===== config.mk =====
export PLATFORM = sky130hd
export DESIGN_NAME = geofence_stim_driver_flat
export DESIGN_NICKNAME = d
export VERILOG_FILES = /design/src/rtl/geofence_pkg.sv /design/src/rtl/geofence_stim_driver_if.sv /design/src/rtl/geofence_stim_driver.sv /design/src/flat_wrapper.sv
export SDC_FILE = /design/constraint.sdc
export NUM_CORES = 1
export LEC_CHECK = 0
export ABC_AREA = 1
export BUFFER_PORTS_ARGS = -buffer_cell sky130_fd_sc_hd__buf_2
export CAP_MARGIN = 20
export CORE_MARGIN = 2
export CORE_UTILIZATION = 50
export CTS_CLUSTER_SIZE = 20
export DETAILED_ROUTE_END_ITERATION = 7
export PLACE_DENSITY = 0.76
export SLEW_MARGIN = 20
export SYNTH_ARGS = -nofsm -noshare
export SYNTH_HDL_FRONTEND = slang
export SYNTH_SLANG_ARGS = --single-unit

===== constraint.sdc =====
create_clock -name clk -period 1.9 [get_ports clk]
set_clock_uncertainty 0.1 [all_clocks]
set_input_delay 0.095 -clock clk [delete_from_list [all_inputs] [get_ports clk]]
set_output_delay 0.095 -clock clk [all_outputs]
set_load 0.005 [all_outputs]

===== src/rtl/geofence_pkg.sv =====
// ----------------------------------------------------------------------------
// geofence_pkg
// Shared definitions for the geofence point-stream harness.
//   COORD_W     : width of one X or Y coordinate
//   PTS_PER_OBJ : points per test object (1 target + 6 fence vertices)
//   READ_SLOTS  : sample slots the receiver reads per object (points + 1 pad)
//   drv_state_e : stimulus driver state encoding
// ----------------------------------------------------------------------------
package geofence_pkg;

    localparam int COORD_W     = 10;
    localparam int PTS_PER_OBJ = 7;
    localparam int READ_SLOTS  = 8;

    typedef enum logic [1:0] {
        SEND = 2'd0,
        PAD  = 2'd1,
        WAIT = 2'd2,
        DONE = 2'd3
    } drv_state_e;

endpackage


===== src/rtl/geofence_stim_driver_if.sv =====
// ----------------------------------------------------------------------------
// geofence_stim_driver_if
// Point-stream link between the stimulus driver and a geofence receiver.
//   X, Y      : coordinate of the current sample slot (driver -> receiver)
//   valid     : one-cycle result strobe (receiver -> driver)
//   is_inside : receiver verdict, meaningful only while valid=1
// Modports:
//   master : the stimulus driver side
//   slave  : the geofence receiver side
// ----------------------------------------------------------------------------
interface geofence_stim_driver_if;
    import geofence_pkg::*;

    logic [COORD_W-1:0] X;
    logic [COORD_W-1:0] Y;
    logic               valid;
    logic               is_inside;

    modport master (
        output X,
        output Y,
        input  valid,
        input  is_inside
    );

    modport slave (
        input  X,
        input  Y,
        output valid,
        output is_inside
    );

endinterface


===== src/rtl/geofence_stim_driver.sv =====
// ----------------------------------------------------------------------------
// geofence_stim_driver
// Transmit side of the geofence point stream. For each object it walks the
// pattern store (7 points), inserts one pad slot, then waits for the
// receiver's result strobe and compares is_inside against the expected bit.
// Keeps saturating pass/fail statistics and sticky error flags.
//
// Ports:
//   clk        : rising-edge clock
//   reset      : asynchronous, active-high
//   pat_addr   : point address into the pattern store (obj*7+idx)
//   pat_x/y    : point coordinates at pat_addr (asynchronous ROM)
//   exp_addr   : object index into the expected-result table
//   exp_inside : expected verdict at exp_addr (asynchronous ROM)
//   rx         : point-stream link to the receiver (master side)
//   done       : high from entering DONE until reset
//   err_cnt    : verdict mismatches, saturating
//   obj_cnt    : objects checked, saturating
//   timeout    : sticky, no result strobe within TIMEOUT wait cycles
//   proto_err  : sticky, result strobe seen outside WAIT
// ----------------------------------------------------------------------------
module geofence_stim_driver
    import geofence_pkg::*;
#(
    parameter  int NUM_OBJ = 16,
    parameter  int TIMEOUT = 32,
    parameter  int ADDR_W  = 8,
    localparam int CNT_W   = $clog2(NUM_OBJ + 1)
) (
    input  logic                   clk,
    input  logic                   reset,

    output logic [ADDR_W-1:0]      pat_addr,
    input  logic [COORD_W-1:0]     pat_x,
    input  logic [COORD_W-1:0]     pat_y,

    output logic [ADDR_W-1:0]      exp_addr,
    input  logic                   exp_inside,

    geofence_stim_driver_if.master rx,

    output logic                   done,
    output logic [CNT_W-1:0]       err_cnt,
    output logic [CNT_W-1:0]       obj_cnt,
    output logic                   timeout,
    output logic                   proto_err
);

    localparam int WAIT_W = $clog2(TIMEOUT);

    localparam logic [ADDR_W-1:0] LAST_OBJ  = ADDR_W'(NUM_OBJ - 1);
    localparam logic [2:0]        LAST_IDX  = 3'(PTS_PER_OBJ - 1);
    localparam logic [WAIT_W-1:0] WAIT_LAST = WAIT_W'(TIMEOUT - 1);
    localparam logic [CNT_W-1:0]  CNT_MAX   = CNT_W'(NUM_OBJ);

    drv_state_e        state_r;
    logic [2:0]        idx_r;
    logic [WAIT_W-1:0] wait_cnt_r;

    // Sequencer: point walk, pad slot, result wait and statistics.
    always_ff @(posedge clk or posedge reset) begin
        if (reset) begin
            state_r    <= SEND;
            idx_r      <= 3'd0;
            wait_cnt_r <= {WAIT_W{1'b0}};
            pat_addr   <= {ADDR_W{1'b0}};
            exp_addr   <= {ADDR_W{1'b0}};
            done       <= 1'b0;
            err_cnt    <= {CNT_W{1'b0}};
            obj_cnt    <= {CNT_W{1'b0}};
            timeout    <= 1'b0;
            proto_err  <= 1'b0;
        end else begin
            case (state_r)
                SEND: begin
                    // The address stops on the last point of the object so it
                    // never runs past the final pattern entry; the step to the
                    // next object happens when the result is accepted.
                    if (idx_r == LAST_IDX) begin
                        state_r <= PAD;
                    end else begin
                        idx_r    <= idx_r + 3'd1;
                        pat_addr <= pat_addr + ADDR_W'(1);
                    end
                    // A strobe here is flagged but does not disturb the stream.
                    if (rx.valid) begin
                        proto_err <= 1'b1;
                    end
                end

                PAD: begin
                    state_r    <= WAIT;
                    wait_cnt_r <= {WAIT_W{1'b0}};
                    if (rx.valid) begin
                        proto_err <= 1'b1;
                    end
                end

                WAIT: begin
                    // A strobe on the final wait cycle still counts as a result.
                    if (rx.valid) begin
                        if (obj_cnt != CNT_MAX) begin
                            obj_cnt <= obj_cnt + CNT_W'(1);
                        end
                        if ((rx.is_inside != exp_inside) && (err_cnt != CNT_MAX)) begin
                            err_cnt <= err_cnt + CNT_W'(1);
                        end
                        if (exp_addr == LAST_OBJ) begin
                            state_r <= DONE;
                            done    <= 1'b1;
                        end else begin
                            // Receiver re-enters its read phase right after
                            // the strobe, so the next object starts at once.
                            state_r  <= SEND;
                            idx_r    <= 3'd0;
                            exp_addr <= exp_addr + ADDR_W'(1);
                            pat_addr <= pat_addr + ADDR_W'(1);
                        end
                    end else if (wait_cnt_r == WAIT_LAST) begin
                        state_r <= DONE;
                        done    <= 1'b1;
                        timeout <= 1'b1;
                    end else begin
                        wait_cnt_r <= wait_cnt_r + WAIT_W'(1);
                    end
                end

                DONE: begin
                    // Everything is frozen; a late strobe is only flagged.
                    if (rx.valid) begin
                        proto_err <= 1'b1;
                    end
                end

                default: begin
                    // Unreachable encoding: park safely with done raised.
                    state_r <= DONE;
                    done    <= 1'b1;
                end
            endcase
        end
    end

    // Coordinate mux. The pattern store is asynchronous and the receiver
    // samples on the first edge after reset release, so the point for the
    // registered pat_addr must reach X/Y in the same cycle.
    always_comb begin
        if (state_r == SEND) begin
            rx.X = pat_x;
            rx.Y = pat_y;
        end else begin
            rx.X = {COORD_W{1'b0}};
            rx.Y = {COORD_W{1'b0}};
        end
    end

endmodule


===== src/flat_wrapper.sv =====
// flat-port wrapper written by rule: the top's interface ports become plain ports
module geofence_stim_driver_flat import geofence_pkg::*;
#(
    parameter  int NUM_OBJ = 16,
    parameter  int TIMEOUT = 32,
    parameter  int ADDR_W  = 8,
    localparam int CNT_W   = $clog2(NUM_OBJ + 1)
)
  (clk, reset, pat_addr, pat_x, pat_y, exp_addr, exp_inside, done, err_cnt, obj_cnt, timeout, proto_err, rx_X, rx_Y, rx_valid, rx_is_inside);
  geofence_stim_driver_if rx_i ();
  input  logic clk;
  input  logic reset;
  output logic [ADDR_W-1:0] pat_addr;
  input  logic [COORD_W-1:0] pat_x;
  input  logic [COORD_W-1:0] pat_y;
  output logic [ADDR_W-1:0] exp_addr;
  input  logic exp_inside;
  output logic done;
  output logic [CNT_W-1:0] err_cnt;
  output logic [CNT_W-1:0] obj_cnt;
  output logic timeout;
  output logic proto_err;
  output wire logic [$bits(rx_i.X)-1:0] rx_X;
  output wire logic [$bits(rx_i.Y)-1:0] rx_Y;
  input wire logic [$bits(rx_i.valid)-1:0] rx_valid;
  input wire logic [$bits(rx_i.is_inside)-1:0] rx_is_inside;
  assign rx_X = rx_i.X;
  assign rx_Y = rx_i.Y;
  assign rx_i.valid = rx_valid;
  assign rx_i.is_inside = rx_is_inside;
  geofence_stim_driver #(.NUM_OBJ(NUM_OBJ), .TIMEOUT(TIMEOUT), .ADDR_W(ADDR_W)) u_core (.clk(clk), .reset(reset), .pat_addr(pat_addr), .pat_x(pat_x), .pat_y(pat_y), .exp_addr(exp_addr), .exp_inside(exp_inside), .rx(rx_i), .done(done), .err_cnt(err_cnt), .obj_cnt(obj_cnt), .timeout(timeout), .proto_err(proto_err));
endmodule

==> impl_metrics.toml <==
[run_status]
outcome = "finished clean"

[floorplan]
start_util_pct = 51.9
die_w_um = 74.0
die_y_um = 74.0
dieArea_um2 = 5480
core_region_area_um2 = 4720
ios = 74
rows = 25

[layout]
antenna_cells = 0
final_cells = 469
fin_area_um2 = 3030
fill_cells = 423
fin_nets = 439
layout_common_cells = "nand2_1, buf_2, inv_1"
mostFrequentLayoutCell = "nand2_1"
syn_to_final_growth_pct = 23.6
seq_area_um2 = 976
drive_above_1_share_pct = 25.4
multi_input_area_um2 = 1220

[placed_design]
dp_hpwl_um = 3910
dp_slack_ns = 0.122
gp_congestion = 0.822
dp.cells = 461
dpl-instance-area_um2 = 2880
portBuffers = 73

[logic_synthesis]
synth_fp_nets = 361
synthFlopType = "dfrtp_1"
synth_cells = 323
synth_top_family_by_area = "simple AND/OR/NAND/NOR gates"
avgSynthCellArea_um2 = 7.59
synthAdderAreaFrac_pct = 6.63
ys_warn_count = 0
synth_edf_count = 0
synth_area_um2 = 2450
synth_compound_area_share_pct = 5.10
ys_ff_latch = 39
synth.distinct_cells = 27
synthTopCellsByArea = "dfrtp_1, nand2_1, inv_1, ha_1, nand3_1"
yosys.area_share.simple_pct = 32.5
synthArstFlopShare_pct = 100
ys_seq_area_share_pct = 39.8
synth_mux_area_share_pct = 0
yosys.area.top_type_share_pct = 39.8
synth_top_area_cell = "dfrtp_1"
synth-xor-area-share_pct = 5.00

[clock_tree]
cts_buffers = 5
path_clk_slew_ns = 0.08
tritoncts = "yes"
cts.sinks = 39
insertion_delay_ns = 0.30
h-tree-depth = 2
clock_path_buffers = 2
cts-root-buf = "clkbuf_8"

[power_and_ir_drop]
power.density_nw_per_um2 = 1300
peakVddDrop_mv = 0.704
p_leak_uw = 0.00184

[critical_path]
crit_path_end_kind = "flip-flop"
cp_max_fo = 24
start_kind = "flip-flop"
worst_ep_arrival_time_ns = 1.83
cp.required_ns = 1.99
critical_path_class = "reg2reg"

[worst_hold_path]
min_path_type = "in2reg"

[route]
vias = 2198
wl_per_cell_um = 10.7
viasPerCell = 4.69
finalWirelength_um = 5030
initialDrtViolationCount = 92
post-route-drc-count = 0
dr.pass1.iters = 4
drtAntennaViolNets = 0

[sta]
tightest_slew_ns = 0.478
min_period_ns = 1.74
maxSlewHeadroom_pct = 68.1
min_period_over_period_pct = 91.6
fin_tns_setup_ns = 0
setup_violations = 0
final.setup.worst_slack_ns = 0.159
drv_slew = 0
hold_viol = 0
fin_hold_ws_ns = 0.00834
fmax_mhz = 574

[grt]
gr-usage-met2_pct = 32.9
grt_pass1_vias = 1986
antenna_found_initial = 0
grtUsageMet1_pct = 25.8
overflow = 0
grt.total_usage_pct = 19.8
top_usage_layer = "met2"
grt_pass1_wl_um = 8590
grt_max_degree = 40
use_met3_pct = 5.28

[flow_run]
maxCapViolCount = 0
## critical path, cell delays in order (launching register included)
cell and delay (ns):
dfrtp_1 0.40, inv_1 0.10, ha_1 0.18, buf_4 0.26, nand3_2 0.18, o21ai_2 0.11, nand2_1 0.09, nor2_1 0.13
a21oi_1 0.08
## power by group
group / leakage [uW] / total [uW] / switching [uW] / internal, uW
clock: 0.0000644 / 826 / 302 / 524
sequential: 0.000502 / 1390 / 308 / 1080
combinational: 0.00127 / 1720 / 986 / 732
total: 0.00184 / 3930 / 1600 / 2340
## path summary, 6_finish.rpt
check / from / end / slack [ns] / cells past startpoint
worst max-delay path: u_core.state_r[0] / u_core.state_r[0] / 0.16 / 8
worst min-delay path: rx_valid / u_core.proto_err / 0.008 / 3
worst max register to register: u_core.state_r[0] / u_core.state_r[0] / 0.16 / 8
worst min register to register: u_core.done / u_core.done / 0.38 / 1
max in group asynchronous: reset / u_core.idx_r[2] / 1.02 / 4
min in group asynchronous: reset / u_core.obj_cnt[4] / 0.34 / 4
## final cells by class
type | instances | share of cell area [%]
Clock inverter | 3 | 2.23
Sequential cell | 39 | 32.2
Inverter | 57 | 7.14
Clock buffer | 5 | 2.27
Tap cell | 67 | 2.77
Multi-Input combinational cell | 221 | 40.3
Timing Repair Buffer | 77 | 13.1
## what timing repair did
action | CTS | global route
hold buffers | 1 | 0
endpoints found under the setup margin | 0 | 31
endpoints found under the hold margin | 39 | 0
resized for setup | 0 | 3
buffers inserted | 0 | 0
## through the flow
stage	util [%]	total power [uW]
2_1_floorplan	-	2580
3_3_place_gp	61.0	3070
3_5_place_dp	61.0	3130
4_1_cts	64.1	3960
5_1_grt	64.2	4310
6_report	64.2	3930
## sequential cells by signal (all words and copies together) (netlist names)
| name | count |
|---|---|
| u_core.done | 1 |
| u_core.err_cnt | 5 |
| u_core.exp_addr | 8 |
| u_core.idx_r | 3 |
| u_core.obj_cnt | 5 |
| u_core.pat_addr | 8 |
| u_core.proto_err | 1 |
| u_core.state_r | 2 |
| u_core.timeout | 1 |
| u_core.wait_cnt_r | 5 |
## cells in the mapped netlist, types with 3 or more instances
| master | count |
|---|---|
| ha_1 | 13 |
| inv_1 | 56 |
| xnor2_1 | 6 |
| buf_6 | 4 |
| o21ai_0 | 7 |
| nor3_1 | 5 |
| nand2_1 | 108 |
| dfrtp_1 | 39 |
| nand3_2 | 3 |
| nor2_4 | 3 |
| nand4_1 | 9 |
| a21oi_1 | 4 |
| nand3b_1 | 3 |
| nor2_1 | 16 |
| nand3_1 | 21 |
| xor2_1 | 8 |
| nand2_2 | 3 |
## layer usage
| metal | vias up | share of wire [%] |
|---|---|---|
| met4 | 0 | 1.3 |
| met3 | 8 | 4.6 |
| met1 | 1005 | 44 |
| met2 | 34 | 50 |
| met5 | - | 0 |
| li1 | 1151 | - |
## logic make-up after synthesis
| logic type | Yosys count |
|---|---|
| adders and majority gates | 13 |
| and+or+nand+nor | 175 |
| DFF | 39 |
| buffers and inverters | 63 |
| xor gates and xnor gates | 14 |
| AOI/OAI and AO/OA | 19 |
(Power assumes the default switching activity.)
